File: config.mk
export PLATFORM = sky130hd
export DESIGN_NAME = block_dispatcher
export DESIGN_NICKNAME = d
export VERILOG_FILES = /design/src/rtl/block_dispatcher.sv
export SDC_FILE = /design/constraint.sdc
export NUM_CORES = 1
export LEC_CHECK = 0
export ABC_CLOCK_PERIOD_IN_PS = 4000
export CAP_MARGIN = 10
export CORE_AREA = 2 2 287 289
export CTS_CLUSTER_DIAMETER = 50
export DETAILED_ROUTE_END_ITERATION = 8
export DIE_AREA = 0 0 289 291
export SYNTH_ARGS = -nofsm -noshare
export SYNTH_HDL_FRONTEND = slang
export SYNTH_SLANG_ARGS = --single-unit
File: constraint.sdc
create_clock -name clk -period 4 [get_ports clk]
set_input_delay 0.8 -clock clk [delete_from_list [all_inputs] [get_ports clk]]
set_output_delay 0.8 -clock clk [all_outputs]
set_load 0.005 [all_outputs]
File: src/rtl/block_dispatcher.sv
// Block dispatcher: captures a filled cache block on a miss, writes it to the array, then hands the critical word to the user.
// Optional per-word even parity on the array write port is enabled by defining DISPATCH_PARITY_EN.
module block_dispatcher (
  input  logic         clk,
  input  logic         arst_n,
  input  logic         i_halt,
  input  logic [319:0] i_block_data,
  input  logic         i_block_data_valid,
  input  logic [15:0]  i_miss_addr,
  input  logic         i_miss_addr_valid,
  input  logic         i_arr_wr_ready,
  input  logic         i_user_ready,
  output logic         o_arr_wr_en,
  output logic [12:0]  o_arr_wr_addr,
  output logic [319:0] o_arr_wr_data,
  output logic [7:0]   o_arr_wr_parity,
  output logic [39:0]  o_user_data,
  output logic         o_user_data_valid,
  output logic         o_busy,
  output logic         o_done
);

  typedef enum logic [1:0] {
    IDLE    = 2'd0,
    WRITE   = 2'd1,
    READOUT = 2'd2
  } state_t;

  state_t         state;
  state_t         state_nxt;
  logic           valid_q;
  logic [319:0]   blk_data;
  logic [12:0]    blk_addr;
  logic [2:0]     word_off;
  logic           done_q;
  logic           done_nxt;
  logic           start;
  logic           capture;
  logic [39:0]    sel_word;

  // Only a fresh fill that coincides with a qualified miss starts a dispatch.
  assign start  = i_block_data_valid & ~valid_q & i_miss_addr_valid;
  assign o_done = done_q;

  // State, edge-detect and done registers; halt freezes all of them.
  always_ff @(posedge clk or negedge arst_n) begin
    if (!arst_n) begin
      state   <= IDLE;
      valid_q <= 1'b0;
      done_q  <= 1'b0;
    end else if (!i_halt) begin
      state   <= state_nxt;
      valid_q <= i_block_data_valid;
      done_q  <= done_nxt;
    end else begin
      state   <= state;
      valid_q <= valid_q;
      done_q  <= done_q;
    end
  end

  // Capture registers for the block, its address and the critical-word offset.
  always_ff @(posedge clk or negedge arst_n) begin
    if (!arst_n) begin
      blk_data <= 320'd0;
      blk_addr <= 13'd0;
      word_off <= 3'd0;
    end else if (!i_halt && capture) begin
      blk_data <= i_block_data;
      blk_addr <= i_miss_addr[15:3];
      word_off <= i_miss_addr[2:0];
    end else begin
      blk_data <= blk_data;
      blk_addr <= blk_addr;
      word_off <= word_off;
    end
  end

  // Critical-word mux.
  always_comb begin
    sel_word = 40'd0;
    case (word_off)
      3'd0:    sel_word = blk_data[39:0];
      3'd1:    sel_word = blk_data[79:40];
      3'd2:    sel_word = blk_data[119:80];
      3'd3:    sel_word = blk_data[159:120];
      3'd4:    sel_word = blk_data[199:160];
      3'd5:    sel_word = blk_data[239:200];
      3'd6:    sel_word = blk_data[279:240];
      3'd7:    sel_word = blk_data[319:280];
      default: sel_word = 40'd0;
    endcase
  end

  // Next-state and output decode; outputs are zero outside their owning state.
  always_comb begin
    state_nxt         = state;
    capture           = 1'b0;
    done_nxt          = 1'b0;
    o_arr_wr_en       = 1'b0;
    o_arr_wr_addr     = 13'd0;
    o_arr_wr_data     = 320'd0;
    o_user_data       = 40'd0;
    o_user_data_valid = 1'b0;
    o_busy            = 1'b1;
    case (state)
      IDLE: begin
        o_busy = 1'b0;
        if (start) begin
          capture   = 1'b1;
          state_nxt = WRITE;
        end else begin
          state_nxt = IDLE;
        end
      end
      WRITE: begin
        o_arr_wr_en   = 1'b1;
        o_arr_wr_addr = blk_addr;
        o_arr_wr_data = blk_data;
        if (i_arr_wr_ready) begin
          state_nxt = READOUT;
        end else begin
          state_nxt = WRITE;
        end
      end
      READOUT: begin
        o_user_data_valid = 1'b1;
        o_user_data       = sel_word;
        if (i_user_ready) begin
          state_nxt = IDLE;
          done_nxt  = 1'b1;
        end else begin
          state_nxt = READOUT;
        end
      end
      default: begin
        state_nxt = IDLE;
        o_busy    = 1'b1;
      end
    endcase
  end

`ifdef DISPATCH_PARITY_EN
  function automatic logic [7:0] word_parity(input logic [319:0] blk);
    logic [7:0] p;
    p = 8'h00;
    for (int k = 0; k < 8; k++) begin
      p[k] = ^blk[40*k +: 40];
    end
    return p;
  endfunction

  // Parity accompanies the write only while the write is presented.
  always_comb begin
    if (state == WRITE) begin
      o_arr_wr_parity = word_parity(blk_data);
    end else begin
      o_arr_wr_parity = 8'h00;
    end
  end
`else
  assign o_arr_wr_parity = 8'h00;
`endif

endmodule

## After elaboration in Yosys (flattened, before gate mapping)

Index checks and enable logic that the tools add are counted.

| word-level totals | value |
|---|---|
| register bits after elaboration | 340 |
| bits of input ports | 343 |
| output and inout bits | 385 |
| logic and storage cells | 37 |

| cells by class | value |
|---|---|
| equality and inequality tests | 9 |
| muxes and demuxes | 15 |
| bitwise logic cells | 3 |
| reductions and logical operators | 4 |

Operator list:

| kind | count |
|---|---|
| 320-bit two-way mux | 1 |
| 40-bit case mux with 8 select lines | 1 |
| 40-bit two-way mux | 1 |
| 13-bit two-way mux | 1 |
| 3-bit == test, second input constant | 4 |
| 1-bit two-way mux | 8 |
| 3-bit by 2-bit == test with 1-bit output, second input constant | 2 |
| 2-bit case mux with 3 select lines | 1 |
| 2-bit two-way mux | 2 |
| 3-bit by 1-bit == test with 1-bit output, second input constant | 1 |
| 3-bit logical NOT | 1 |
| 1-bit bitwise AND | 2 |
| 2-bit by 1-bit == test with 1-bit output, second input constant | 1 |
| 2-bit == test, second input constant | 1 |
| 2-bit logical NOT | 1 |
| 1-bit logical AND | 1 |
| 1-bit logical NOT | 1 |
| 1-bit inverter | 1 |

## Logic depth before layout (Yosys ltp)

| depth | value |
|---|---|
| depth after elaboration | 6 |
| gate-level depth with buffers | 7 |

## Worst setup path after synthesis

No wires, ideal clock.

| path | value |
|---|---|
| path kind | register -> output |
| start | register word_off[0] |
| end | output o_user_data[36] |
| arrival | 1.648 ns |
| required time | 3.200 ns |
| path slack | 1.552 ns |
| cell stages (with the launch flop) | 7 |
| buffers on the path | 4 |
| path through | dfrtp_1 buf_2 clkbuf_1 buf_1 clkbuf_1 o21ai_0 a21oi_1 |

| on the way | value |
|---|---|
| longest elaborated chain between the ends | 3 |
| elaborated cells between the ends (all ways) | 10 |
| those cells by class | eq/ne (7); mux (2); reduce/logical (1) |

Ends and longest elaborated chain:

| item | RTL line | source |
|---|---|---|
| start: declaration | 34 | `logic [2:0] word_off;` |
| start signal: assignment | 71 | `word_off <= i_miss_addr[2:0];` |
| start signal: assignment | 75 | `word_off <= word_off;` |
| 3-bit == test, or another cell as far along | 82 | `case (word_off)` |
| 40-bit case mux with 8 select lines (*) | 82 |  |
| 40-bit two-way mux (*) | 106 | `case (state)` |
| end: declaration | 17 | `output logic [39:0] o_user_data,` |

Mark *: on every way between the ends. The rest lies on a longest branch, timed or not.

## Worst setup path in the final report

| path | value |
|---|---|
| start | register word_off[1] |
| end | output o_user_data[39] |

Same word-level chain as after synthesis.

==> impl_metrics.yaml <==
run_status:
  status: "finished clean"
placed_design:
  dp_cells: 3275
  post-dp-hpwl_um: 61700
  gp_congestion: 0.908
  port_buffers: 719
  place_ws_ns: 0.564
final_layout:
  nNetsFinal: 2599
  multiInputGateArea_um2: 9640
  num-fill-cells: 7929
  drive_gt1_share_pct: 21.5
  area.sequential_um2: 8520
  finalNonFillerCells: 3371
  syn_to_final_growth_pct: 50.6
die:
  die_area_um2: 84100
  start_util_pct: 23.8
  die_w_um: 289
  coreArea_um2: 81200
  io_pins: 728
  die_height_um: 291
  num_rows: 105
detailed_routing:
  ant_nets: 0
  drtIter0Drc: 777
  drc: 0
  via_count: 15000
  wl_um: 79800
  first_pass_iters: 5
  via_per_inst: 4.46
  routedWlPerCell_um: 23.7
global_route:
  grt-ovfl-total: 0
  grtUsageTotal_pct: 18.3
  grt_pass1_wl_um: 114000
  grt_pass1_vias: 15900
  grt_max_degree: 108
  antenna_found_initial: 10
flow_run:
  maxCapViolations: 0
sta:
  finalWorstSetupSlack_ns: 0.159
  rsz0062_at_grt: "no"
  setup_viol: 0
  max-slew-margin-rel_pct: 34.2
  hold_viol_final: 0
  skew_ns: 0.00935
  hold-worst-slack_ns: 0.248
  drv_slew: 0
  finalCritPeriodShare_pct: 96.0
  fin_crit_ns: 3.84
  max_freq_mhz: 260
  max_slew.worst_pin.slew_ns: 0.987
  tns_ns: 0
clock_network:
  worstSkewPairLatency_ns: 0.58
  clkTransAtPathRegs_ns: 0.06
  clockBufferDepth: 3
  numCtsBuffers: 48
  ctsRootBufferMaster: "clkbuf_16"
  htreeDepth: 2
  cts.sinks: 340
  ctsHoldBuffers: 0
  tritoncts: "yes"
synthesis:
  synth_commonest_cells: "dfrtp_1 (340), and2_1 (333), mux2_4 (329)"
  syn_area_per_cell_um2: 12.4
  synth_top_cell_area_share_pct: 44.0
  synthArstFlopShare_pct: 100
  post-synth-top-count-cell: "dfrtp_1"
  synth_top_family_by_area: "multiplexers"
  synth_edf_count: 0
  syn-instance-count: 1560
  synthSimpleGateAreaFrac_pct: 13.4
  synth_seq_area_share_pct: 44.0
  synthTopCellsByArea: "dfrtp_1 (44%), mux2_4 (26%), and2_1 (11%)"
  synth-adder-area-share_pct: 0
  synth.largest_area_cell: "dfrtp_1"
  syn-cell-area_um2: 19300
  yosysWarnings: 0
  muxShareOfSynthArea_pct: 28.5
  synth.distinct_cells: 36
  synth-xor-area-share_pct: 0
  synthFlopType: "dfrtp_1"
  synth_seq_cells: 340
  synth_compound_area_share_pct: 7.55
worst_setup_path:
  cp-start-kind: "register"
  r2r_end: "blk_data[46]"
  crit_type: "register to output port"
  worstPathArrival_ns: 3.04
  endpoint_kind: "output port"
  reg2reg_depth: 5
  r2r-start: "state[0]"
  crit_path_max_fanout: 15
  required_ns: 3.20
  r2r_setup_slack_ns: 1.44
pwr:
  powerDensity_nw_per_um2: 612
  vdd_ir_drop_max_mv: 0.299
  p_leak_nw: 13.0
  power.total_mw: 17.8
worst_hold_path:
  hold_class: "input pin to async pin"
-- placed cells by master, fill, tap and decap left out, drive strengths merged, types with 11 or more instances in the layout --
cell / synthesis / layout
clkinv: 1 / 16
o21ai: 47 / 47
nor2b: 13 / 13
a22o: 27 / 27
a21oi: 98 / 98
mux2: 339 / 339
clkbuf: 81 / 60
clkdlybuf4s50: 0 / 718
inv: 36 / 43
buf: 54 / 56
mux2i: 46 / 46
nand2b: 31 / 31
and2: 333 / 333
dfrtp: 340 / 340
nand2: 11 / 11
a221oi: 36 / 36
nor2: 39 / 39
-- final cells by class --
type                       count  share of cell area (%)
clock inverter                29                    1.13
inverter                      37                   0.481
antenna                        6                  0.0516
multi-input combinational   1055                    33.1
timing repair buffer         774                    26.7
sequential                   340                    29.3
clock buffer                  60                    4.63
tap                         1070                    4.60
-- how the worst max path moves through the flow --
stage               slack [ns]               to   startpoint  cells past startpoint
floorplan                 1.55  o_user_data[36]  word_off[0]                      6
global placement          0.60  o_user_data[32]  word_off[1]                      6
detailed placement        0.56  o_user_data[13]  word_off[0]                      6
CTS                       0.03  o_user_data[32]  word_off[1]                      6
global route              0.01  o_user_data[12]  word_off[0]                      6
finish                    0.16  o_user_data[39]  word_off[1]                      6
-- repair_timing --
| item | CTS | global route |
|---|---|---|
| hold endpoints to repair | 0 | 0 |
| endpoints found under the setup margin | 4 | 11 |
| gates resized for setup | 3 | 2 |
| setup buffers | 0 | 1 |
-- where the power goes --
group	total (mW)	switching (mW)	leakage, nW	internal (mW)
sequential	6.41	1.59	4.08	4.82
clock	4.49	1.75	0.832	2.74
combinational	6.91	2.92	8.13	3.99
total	17.8	6.26	13.0	11.6
-- cell families (layout without fill, tap and decap cells) --
group | Yosys count | after routing
AND/OR/NAND/NOR | 433 | 433
multiplexers | 385 | 385
flip-flops | 340 | 340
AO/OA/AOI/OAI | 229 | 229
buffers and inverters | 172 | 900
other | 1 | 14
-- state kept, by name (all words and copies together) (netlist names) --
name,cells
word_off,3
valid_q,1
state,2
blk_data,320
blk_addr,13
o_done,1
-- through the flow --
step                instance area (µm²)  util, %
CTS                               29100     35.8
finish                            29100     35.9
global placement                  27400     33.7
global route                      29100     35.9
floorplan                         19400        -
detailed placement                27400     33.7
-- critical path: stages (launching register included) --
cell and delay [ns]:
dfrtp_4 0.59, nor2b_4 0.20, buf_4 0.21, a22o_1 0.24
a21oi_1 0.52, a21oi_1 0.20, clkdlybuf4s50_1 0.49
-- per-layer routing --
layer | vias to the layer above | track usage (%) | part of all wire, %
li1 | 6755 | - | -
met1 | 7557 | 24.7 | 45
met2 | 604 | 29.0 | 46
met3 | 113 | 4.43 | 6.8
met4 | 0 | 5.17 | 2.7
met5 | - | 0 | 0
No activity file was read; power rests on OpenSTA's default activity.
